<file path="src/rtl/gcd_iter_engine.sv">
// Repeated-subtraction GCD engine driving an external combinational comparator.
// Latency: zero operand -> 1 cycle, else iter_count+2; holds the result while out_ready is low.
module gcd_iter_engine #(
    parameter int NUMBER_WIDTH = 16,
    parameter int MAX_ITER     = 65535,
    parameter int ITER_W       = 16
) (
    input  logic                    clk,
    input  logic                    rst_n,
    input  logic                    in_valid,
    output logic                    in_ready,
    input  logic [NUMBER_WIDTH-1:0] a_in,
    input  logic [NUMBER_WIDTH-1:0] b_in,
    output logic [NUMBER_WIDTH-1:0] comp1,
    output logic [NUMBER_WIDTH-1:0] comp2,
    input  logic [1:0]              cmp_result,
    input  logic [NUMBER_WIDTH-1:0] cmp_res,
    output logic                    out_valid,
    input  logic                    out_ready,
    output logic [NUMBER_WIDTH-1:0] gcd_out,
    output logic [ITER_W-1:0]       iter_count,
    output logic                    err
);
    typedef enum logic [1:0] {
        ST_IDLE = 2'd0,
        ST_CALC = 2'd1,
        ST_DONE = 2'd2
    } state_t;

    localparam logic [1:0] CMP_GT = 2'd0;
    localparam logic [1:0] CMP_LT = 2'd1;
    localparam logic [1:0] CMP_EQ = 2'd2;

    state_t                  r_state;
    state_t                  w_state_nxt;
    logic [NUMBER_WIDTH-1:0] r_a;
    logic [NUMBER_WIDTH-1:0] r_b;
    logic [NUMBER_WIDTH-1:0] r_gcd;
    logic [NUMBER_WIDTH-1:0] w_a_nxt;
    logic [NUMBER_WIDTH-1:0] w_b_nxt;
    logic [NUMBER_WIDTH-1:0] w_gcd_nxt;
    logic [ITER_W-1:0]       r_iter;
    logic [ITER_W-1:0]       w_iter_nxt;
    logic                    r_err;
    logic                    w_err_nxt;
    logic                    w_timeout;

    assign w_timeout = (r_iter == ITER_W'(MAX_ITER));

    always_ff @(posedge clk or negedge rst_n) begin
        if (!rst_n) begin
            r_state <= ST_IDLE;
            r_a     <= '0;
            r_b     <= '0;
            r_gcd   <= '0;
            r_iter  <= '0;
            r_err   <= 1'b0;
        end else begin
            r_state <= w_state_nxt;
            r_a     <= w_a_nxt;
            r_b     <= w_b_nxt;
            r_gcd   <= w_gcd_nxt;
            r_iter  <= w_iter_nxt;
            r_err   <= w_err_nxt;
        end
    end

    always_comb begin
        w_state_nxt = r_state;
        w_a_nxt     = r_a;
        w_b_nxt     = r_b;
        w_gcd_nxt   = r_gcd;
        w_iter_nxt  = r_iter;
        w_err_nxt   = r_err;
        case (r_state)
            ST_IDLE: begin
                if (in_valid) begin
                    w_a_nxt    = a_in;
                    w_b_nxt    = b_in;
                    w_iter_nxt = '0;
                    w_err_nxt  = 1'b0;
                    if ((a_in == '0) || (b_in == '0)) begin
                        w_gcd_nxt   = a_in | b_in;
                        w_state_nxt = ST_DONE;
                    end else begin
                        w_state_nxt = ST_CALC;
                    end
                end
            end
            ST_CALC: begin
                // Equality wins even on the last allowed step; otherwise the budget check stops subtraction.
                if (cmp_result == CMP_EQ) begin
                    w_gcd_nxt   = cmp_res;
                    w_state_nxt = ST_DONE;
                end else if (w_timeout) begin
                    w_gcd_nxt   = '0;
                    w_err_nxt   = 1'b1;
                    w_state_nxt = ST_DONE;
                end else if (cmp_result == CMP_GT) begin
                    w_a_nxt    = r_a - r_b;
                    w_iter_nxt = r_iter + ITER_W'(1);
                end else if (cmp_result == CMP_LT) begin
                    w_b_nxt    = r_b - r_a;
                    w_iter_nxt = r_iter + ITER_W'(1);
                end else begin
                    w_gcd_nxt   = '0;
                    w_err_nxt   = 1'b1;
                    w_state_nxt = ST_DONE;
                end
            end
            ST_DONE: begin
                if (out_ready) begin
                    w_state_nxt = ST_IDLE;
                end
            end
            default: begin
                w_state_nxt = ST_IDLE;
            end
        endcase
    end

    assign in_ready   = (r_state == ST_IDLE);
    assign out_valid  = (r_state == ST_DONE);
    assign comp1      = r_a;
    assign comp2      = r_b;
    assign gcd_out    = r_gcd;
    assign iter_count = r_iter;
    assign err        = r_err;

endmodule

</file>
<file path="config.mk">
export PLATFORM = sky130hd
export DESIGN_NAME = gcd_iter_engine
export DESIGN_NICKNAME = d
export VERILOG_FILES = /design/src/rtl/gcd_iter_engine.sv
export SDC_FILE = /design/constraint.sdc
export NUM_CORES = 1
export LEC_CHECK = 0
export CELL_PAD_IN_SITES_DETAIL_PLACEMENT = 0
export CELL_PAD_IN_SITES_GLOBAL_PLACEMENT = 1
export CORE_ASPECT_RATIO = 2
export CORE_UTILIZATION = 39
export DETAILED_ROUTE_END_ITERATION = 7
export GPL_ROUTABILITY_DRIVEN = 0
export PLACE_DENSITY_LB_ADDON = 0.1
export SLEW_MARGIN = 0
export SYNTH_ARGS = -nofsm -noshare
export SYNTH_HDL_FRONTEND = slang
export SYNTH_SLANG_ARGS = --single-unit
</file>
<file path="constraint.sdc">
create_clock -name clk -period 7.4 [get_ports clk]
set_input_delay 1.48 -clock clk [delete_from_list [all_inputs] [get_ports clk]]
set_output_delay 1.48 -clock clk [all_outputs]
set_load 0.005 [all_outputs]
</file>
# After elaboration in Yosys (flattened, before gate mapping)
# Index checks and enable logic that the tools add are counted.
# totals
regBits	67
in_bits	54
out_inout_bits	67
word_cells	78
# op_classes
n_addsub	3
eq_ne	18
mux	38
bitwise	1
reduce_logical	12
# ops
cell	n
$mux W16	20
$pmux W16 S2	4
$logic_not A16 Y1	2
$sub A16 B16 Y16	2
$reduce_and A5 Y1	4
$add A16 B1 Y16 const B	1
$eq A16 B16 Y1 const B	1
$or A16 B16 Y16	1
$mux W2	7
$ne A2 B2 Y1 const B	6
$ne A3 B3 Y1 const B	3
$ne A4 B4 Y1 const B	2
$pmux W2 S3	1
$reduce_and A6 Y1	1
$mux W1	5
$eq A2 B1 Y1 const B	2
$eq A2 B2 Y1 const B	2
$logic_not A2 Y1	2
$ne A2 B1 Y1 const B	2
$reduce_and A4 Y1	1
$pmux W1 S2	1
$reduce_bool A2 Y1	1
$logic_or A1 B1 Y1	1

# Logic depth before layout (Yosys ltp)
# logic_depth
ltp_word	6
ltp_mapped	10

# Worst setup path after synthesis
# No wires, ideal clock.
# synth_path
kind	input-to-reg
from	input port cmp_result[1]
to	register r_iter[13], in the netlist iter_count[13]
setup_ns	0.132
arrival_ns	2.758
required_time_ns	7.268
path_slack_ns	4.510
stages	7
n_path_buf	0
path_cell_list	nand2b_1 a21oi_4 o21ai_4 nor4_1 nand3_1 xor2_1 nor2_1
# synth_via
elab_chain_cells	5
word_cells_on_any_way	10
# synth_rtl
item	line	source
start, declared	16	input logic [1:0] cmp_result,
$logic_not A2 Y1	99	end else if (cmp_result == CMP_GT) begin
$mux W16	99	
$mux W16	95	end else if (w_timeout) begin
$mux W16	92	if (cmp_result == CMP_EQ) begin
$pmux W16 S2	75	case (r_state)
end signal, assigned	63	r_iter <= w_iter_nxt;
end, declared	42	logic [ITER_W-1:0] r_iter;
# Parallel ways exist; a longest one is shown, timed or not. The select of a mux whose other input is x is not followed.
# A chain may end at the register's enable or synchronous reset.

# Worst setup path after layout
# layout_path
from	input port b_in[3]
to	register r_gcd[12], in the netlist gcd_out[12]
# layout_via
elab_chain_cells	4
# layout_rtl
item	line	source
start, declared	13	input logic [NUMBER_WIDTH-1:0] b_in,
$logic_not A16 Y1	82	if ((a_in == '0) || (b_in == '0)) begin
$logic_or A1 B1 Y1	82	
$ne A2 B1 Y1 (no source line)	-	
$reduce_and A5 Y1 (no source line)	-	
end signal, assigned	62	r_gcd <= w_gcd_nxt;
end, declared	38	logic [NUMBER_WIDTH-1:0] r_gcd;
# Every way passes these cells.

==> qor.txt <==
status: completed
Vias: 4898
clock skew: 0.004371 ns
clock-pin slew on the worst setup and hold paths: 0.06 ns
antenna violations before repair: 0
Post-synth top flop: dfrtp_1
setup TNS: 0 ns
share of cells above drive strength 1: 5.335%
switching share of power: 45.58%
flops & latches, synth: 67
leakage power: 2.862 nW
Total Wirelength: 16.62 mm
total of max-cap violations: 0
post-synthesis sequential area ratio: 33.89%
CP Launch Point: b_in[3]
Clk pwr share: 15.5%
fin crit period: 3.746 ns
WHS: 0.4828 ns
Psw: 1.504 mW
Slew Limit Fails: 0
clock tree root buffer cell: clkbuf_16
top cell type's share of synthesized area: 33.89%
DRC viols: 0
Max Fclk: 267.0 MHz
DRT Pass-1 Iters: 4
Syn Inst Count: 624
number of nets in the layout: 814
RR Endpoint: comp1[14]
placed cell area: 0.006213 sq mm
Detail Placement HPWL: 12.59 mm
CP max FO: 33
final worst path period share: 50.62%
Crit Path Class: input port to register
Design Area, Final: 0.006563 sq mm
endpoint type of the worst setup path: register
Post-synth ARST share: 100.0%
Wirelength per Cell: 18.93 microns
hold_buf cts: 0
RSZ-0062 raised after global routing: no
Synth Warn #: 0
area grow syn2layout: 32.65%
clk_lat worst skew: 0.34 ns
CTS H-tree lvls: 3
Pint: 1.795 mW
RR Startpoint: comp1[0]
Sequential Power Share: 20.4%
Die Height: 161.3 microns
GRT Overall Usage: 26.37%
Hold Crit Class: register to register
Area contributors post-synth: dfrtp_1 34%, ha_1 8.1%, nor2_1 6.8%
Final setup viols: 0
Req. time, crit path: 7.57 ns
Final Hold Fails: 0
TritonCTS Buffers: 9
first-pass GRT wire length: 25.74 mm
clock sinks: 67
most common cell in the netlist: nor2_1
synthesized net count: 712
worst-margin pin slew: 1.139 ns
setup bufs post-CTS: 0
Mean Syn Cell Area: 7.928 sq um
maximum vdd ir drop: 0.0002217 V
combinational share of power: 64.1%
r2r worst-path depth: 10
total gr overflow: 0
Yosys top cell by area: dfrtp_1
post-synth cell types: 55
Port Buf Inserts: 120
post-cts resize count: 0
Core Footprint: 0.01227 sq mm
Pwr Density: 502.6 mW/mm^2
number of synthesized flops with an enable pin: 0
Post-Syn Area: 0.004947 sq mm
vias in the first global route: 4859
CP startpoint kind: input port
Synth top cells by count: 89 x nor2_1, 69 x nand2_1, 67 x dfrtp_1
Worst Setup EP: gcd_out[12]
# diodes: 0
relative slew slack: 23.73%
worst reg2reg setup slack: 4.24 ns
Initial Util: 40.33%
CTS Buffer Depth: 2
Top-Level Pins: 121
antenna viol nets, final: 0
pin count of the biggest net entering global routing: 68
row count: 57
Arrival @ worst endpoint: 3.92 ns
Die W: 81.64 microns
initial drt markers: 276
CTS tree: built
Util after Layout: 53.50%
vias per cell: 5.579
Die ar.: 0.01317 sq mm
==> metrics by stage <==
stage | std cells | total power [mW] | setup slack (ns)
4_1_cts | 878 | 3.313 | 3.635
2_1_floorplan | 624 | 2.073 | 4.510
6_report | 878 | 3.299 | 3.654
3_3_place_gp | 862 | 2.742 | 3.397
5_1_grt | 878 | 3.587 | 3.430
3_5_place_dp | 862 | 2.780 | 3.290
==> worst min path at each step <==
| stage | from | cells past startpoint | endpoint | slack [ns] |
|---|---|---|---|---|
| 3_5_place_dp | gcd_out[1] | 2 | gcd_out[1] | 0.48 |
| 5_1_grt | gcd_out[14] | 2 | gcd_out[14] | 0.52 |
| 4_1_cts | gcd_out[0] | 2 | gcd_out[0] | 0.49 |
| 6_report | gcd_out[0] | 2 | gcd_out[0] | 0.48 |
| 3_3_place_gp | gcd_out[1] | 2 | gcd_out[1] | 0.47 |
| 2_1_floorplan | gcd_out[0] | 2 | gcd_out[0] | 0.47 |
==> cell usage in the layout, fill, tap and decap left out, types with 9 or more instances in the layout <==
| cell type | synthesis | final |
|---|---|---|
| dfrtp_1 | 67 | 67 |
| inv_1 | 41 | 41 |
| nand2_1 | 69 | 69 |
| o21ai_0 | 46 | 46 |
| nand4_1 | 10 | 10 |
| xor2_1 | 15 | 15 |
| a21o_1 | 9 | 9 |
| clkdlybuf4s50_1 | 0 | 119 |
| nor2_1 | 89 | 88 |
| xnor2_1 | 19 | 19 |
| nand3_1 | 15 | 15 |
| ha_1 | 32 | 32 |
| nor4_1 | 11 | 11 |
| clkbuf_16 | 0 | 9 |
| a21oi_1 | 58 | 58 |
| a31oi_1 | 13 | 13 |
==> registers in the layout, indices dropped and copies added, names as in the netlist <==
| register | count |
|---|---|
| r_state | 2 |
| gcd_out | 16 |
| iter_count | 16 |
| comp1 | 16 |
| comp2 | 16 |
| err | 1 |
==> worst max-delay path, cell delays in order <==
cell,delay [ns]
clkdlybuf4s50_1,0.46
nor4_1,0.59
nand4_1,0.19
nand3_1,0.12
nand3_1,0.69
nand2_1,0.27
o21ai_0,0.12
==> power by group through the flow <==
stage               Clock, mW  Sequential, mW  Combinational, mW
floorplan                   0           0.646               1.43
global placement            0           0.671               2.07
detailed placement          0           0.677               2.10
CTS                     0.519           0.673               2.12
global route            0.532           0.694               2.36
finish                  0.513           0.672               2.11
==> cells by family (layout without fill, tap and decap cells) <==
group	after synthesis	after routing	share of synthesized area, %
multiplexers	9	9	1.897
AND/OR/NAND/NOR	235	235	21.57
flip-flops	67	67	33.89
AO/OA/AOI/OAI	171	171	21.55
buffers and inverters	74	181	6.171
XOR/XNOR	34	34	6.019
adder cells (fa/ha/maj)	34	34	8.902
==> final cells by class <==
cell class              instances  area (sq um)
flip-flops and latches         67          1677
repair buffers                124          1226
well taps                     147         183.9
clock inverters                 7         123.9
multi-input cells             483          2973
fillers                      1196          5704
clock buffers                   9         225.2
inverters                      41         153.9
==> routing by layer <==
metal	wire [microns]	vias up	track usage (%)
li1	-	2357	-
met1	6203	2356	29.08
met2	9023	158	47.42
met3	784	27	4.802
met4	610	0	11.48
met5	0	-	0
Power figures use the tool's default switching activity.
==> edit 1: new RTL, same settings <==
The 3 states of `state_t` get a one-hot encoding in 3 bits.
--- a/src/rtl/gcd_iter_engine.sv
+++ b/src/rtl/gcd_iter_engine.sv
@@ -21,10 +21,10 @@
     output logic [ITER_W-1:0]       iter_count,
     output logic                    err
 );
-    typedef enum logic [1:0] {
-        ST_IDLE = 2'd0,
-        ST_CALC = 2'd1,
-        ST_DONE = 2'd2
+    typedef enum logic [2:0] {
+        ST_IDLE = 3'b001,
+        ST_CALC = 3'b010,
+        ST_DONE = 3'b100
     } state_t;
 
     localparam logic [1:0] CMP_GT = 2'd0;
Formal check against the unedited RTL: no difference found for any inputs over 4 cycles, from zero or initial values and one cycle with rst_n low; so few cycles prove little.
==> edit 1 against the unedited design <==
  * Total power decreased by 9.2%
  * Sequential cell count increased by 1
  * Routed wire length decreased by 1.1%
  * Highest routed layer unchanged
  * Setup slack got worse by 0.061 ns
  * Global-route usage increased by 0.78 points
  * Critical path type unchanged
  * Area after synthesis decreased by 2.5%
  * Via count decreased by 1.1%
  * Cell area decreased by 2.2%
==> edit 1: results (changes against the unedited design) <==
status completed; top cells by count, synth 86 x nor2_1, 76 x nand2_1, 67 x dfrtp_1; drt total wl 16,400 µm (-1.1%); Flop pwr share 22.3% (+1.9 points); Setup WS pre-CTS 3.25 ns (-0.0396 ns); static leakage 2.73 nW (-4.7%); register area 1700 µm² (+1.6%); die width 80.7 µm (-1.2%); clock buffers 10 (+1); fraction of area in multi-input gates 44.3% (-1.0 points); Placement Cell Area 6100 µm² (-1.9%); Int Power 0.00163 W (-9.2%); Clock Skew 0.00966 ns (+0.00529 ns); nets@finish 800 (-1.7%); global-route wire length before repair 26,100 µm (+1.2%); library cells used by synthesis 58 (+5.5%); Initial DRC Count 262 (-5.1%); HP Start gcd_out[3]$_DFFE_PN0P_; final non-filler cell total 864 (-1.6%); Max FO, Critical Path 36 (+9.1%); Max VDD drop 0.000278 V (+26%); largest net degree at the start of global routing 69 (+1.5%); Worst path max stage delay 0.88 ns (+0.19 ns); Worst EP arrival 4.03 ns (+0.11 ns); Placed Cells 848 (-1.6%); Adder-Cell Fraction of Synth Area 9.13% (+0.22 points); post-synth net total 699 (-1.8%); Plain + repair buffers 125 (+0.81%); layout cell share with drive strength beyond 1 5.02% (-0.31 points); Total GRT Usage 27.2% (+0.78 points); Initial DRT Pass Iterations 5 (+1); Hold EP gcd_out[3]$_DFFE_PN0P_; Multi-In Gates 472 (-2.3%); Slew headroom 19.3% (-4.4 points); Fin Hold WS 0.480 ns (-0.00301 ns); vias in the first global route 4,944 (+1.7%); Worst R2R Path Depth 8 (-2); reg-to-reg critical path endpoint comp2[14]$_DFFE_PN0P_; Post-Route Utilization 52.9% (-0.57 points); reg2reg setup slack 4.39 ns (+0.15 ns); Filler cells 1,212 (+1.3%); Crit-path slowest cell nand2_1; non-clock inverter count 36 (-12%); post-synthesis sequential area ratio 35.3% (+1.4 points); synth top area cells dfrtp_1 35%, ha_1 8.3%, nor2_1 6.7%, o21ai_0 6.1%, nand2_1 5.9%
## edit 1: routing by layer
layer	share of wire, %	GRT usage (%)	up-vias
met2	53	48.8	174
met5	0	0	-
met4	5.5	14.5	0
met3	4.0	3.72	49
met1	38	29.6	2312
li1	-	-	2309
## edit 1: how the worst max path moves through the flow
| stage | start | end | slack, ns | cells past startpoint |
|---|---|---|---|---|
| finish | in_valid | comp2[14]$_DFFE_PN0P_ | 3.59 | 8 |
| global route | in_valid | comp2[14]$_DFFE_PN0P_ | 3.37 | 8 |
| CTS | in_valid | comp2[14]$_DFFE_PN0P_ | 3.60 | 8 |
| detailed placement | in_valid | comp2[14]$_DFFE_PN0P_ | 3.25 | 8 |
| global placement | in_valid | comp2[14]$_DFFE_PN0P_ | 3.30 | 8 |
| floorplan | in_valid | iter_count[15]$_DFFE_PN0P_ | 4.56 | 7 |
==> edit 2: new RTL, same flow settings <==
Without the edit above. Change the parameter `NUMBER_WIDTH` from 16 to 14.
--- a/src/rtl/gcd_iter_engine.sv
+++ b/src/rtl/gcd_iter_engine.sv
@@ -1,7 +1,7 @@
 // Repeated-subtraction GCD engine driving an external combinational comparator.
 // Latency: zero operand -> 1 cycle, else iter_count+2; holds the result while out_ready is low.
 module gcd_iter_engine #(
-    parameter int NUMBER_WIDTH = 16,
+    parameter int NUMBER_WIDTH = 14,
     parameter int MAX_ITER     = 65535,
     parameter int ITER_W       = 16
 ) (
Interface: changed (6 resized); port bits go from 121 to 109. The function was not compared with the original's and may differ.
==> edit 2 against the unedited design <==
  * Routed wire length fell by 18%
  * Fmax grew 3.1%
  * Setup slack improved by 0.11 ns
  * Area after synthesis fell by 13%
  * Cell area down 11%
  * Utilization is 0.10 points higher
  * Non-clock buffer count shrank 11
  * Total power down 16%
  * Critical path depth up 1
  * Sequential cell count down 6
  * Sequential share of layout area rose by 0.63 points
  * Via count shrank 14%
==> edit 2: results (changes against the unedited design) <==
status completed; Flop pwr share 22.0% (+1.6 points); synth top area cells dfrtp_1 35%, ha_1 7.8%, nor2_1 6.0%, nand2_1 5.4%, a21oi_1 5.1%; mux contribution to synthesized area 1.39% (-0.51 points); Post-Synth XOR/XNOR Area 5.47% (-0.55 points); Worst EP arrival 3.81 ns (-0.11 ns); Worst path max stage delay 0.66 ns (-0.03 ns); Clock Skew 0.0102 ns (+0.00579 ns); reg2reg setup slack 4.55 ns (+0.31 ns); post-synth net total 616 (-13%); Total GRT Usage 24.4% (-1.9 points); Slew @ Worst Pin 1.11 ns (-0.0320 ns); Fin Hold WS 0.488 ns (+0.00536 ns); largest net degree at the start of global routing 62 (-8.8%); top cells by count, synth 69 x nor2_1, 62 x nand2_1, 61 x dfrtp_1; Via density 5.38 (-3.5%); static leakage 2.56 nW (-11%); comb pwr 0.00166 W (-21%); drt total wl 13,600 µm (-18%); vias in the first global route 4,235 (-13%); post-synthesis sequential area ratio 35.3% (+1.4 points); Int Power 0.00157 W (-13%); Adder-Cell Fraction of Synth Area 8.74% (-0.16 points); Max VDD drop 0.000253 V (+14%); Crit-path slowest cell or3_1; Initial DRC Count 148 (-46%); Max FO, Critical Path 29 (-12%); detailed placer's ending HPWL 10,600 µm (-16%); # port buffers 108 (-10%); main combinational cell family by area after synthesis simple AND/OR/NAND/NOR gates; Compound-Gate Fraction of Synth Area 19.8% (-1.8 points); nets@finish 712 (-13%); layout cell share with drive strength beyond 1 4.22% (-1.1 points); library cells used by synthesis 53 (-3.6%); global-route wire length before repair 21,400 µm (-17%)
[edit 2: per-stage QoR]
| step | area [µm²] | worst slack [ns] | util, % | total power [W] | std cells |
|---|---|---|---|---|---|
| finish | 5830 | 3.77 | 53.6 | 0.00276 | 780 |
| global route | 5830 | 3.57 | 53.6 | 0.00300 | 780 |
| CTS | 5830 | 3.78 | 53.6 | 0.00277 | 780 |
| detailed placement | 5490 | 3.43 | 50.5 | 0.00227 | 764 |
| global placement | 5490 | 3.53 | 50.5 | 0.00225 | 764 |
| floorplan | 4320 | 4.46 | - | 0.00169 | 539 |
[edit 2: worst paths after layout]
check / from / endpoint / depth (start not counted)
max in group asynchronous: rst_n / comp1[2]$_DFFE_PN0P_ / 2
min in group asynchronous: rst_n / iter_count[2]$_DFFE_PN0P_ / 2
min: gcd_out[7]$_DFFE_PN0P_ / gcd_out[7]$_DFFE_PN0P_ / 2
min reg2reg: gcd_out[7]$_DFFE_PN0P_ / gcd_out[7]$_DFFE_PN0P_ / 2
max: b_in[0] / gcd_out[1]$_DFFE_PN0P_ / 8
max reg2reg: comp1[0]$_DFFE_PN0P_ / comp1[12]$_DFFE_PN0P_ / 10
[edit 2: cell type report]
class,count,area (µm²)
repair buffers,113,1110
clock buffers,10,229
fillers,1063,5050
clock inverters,6,111
inverters,34,128
multi-input cells,416,2550
flip-flops and latches,61,1530
well taps,140,175
[edit 2: worst max-delay path: cells and delay by family]
| family | cells | cell delay (ns) |
|---|---|---|
| compound gates | 2 | 0.17 |
| simple gates | 5 | 1.71 |
| buf+inv | 1 | 0.45 |
[edit 2: per-layer routing]
metal | track usage (%) | share of wire [%]
met1 | 25.6 | 38
met3 | 3.49 | 3.3
met4 | 15.2 | 4.9
met2 | 45.5 | 53
met5 | 0 | 0
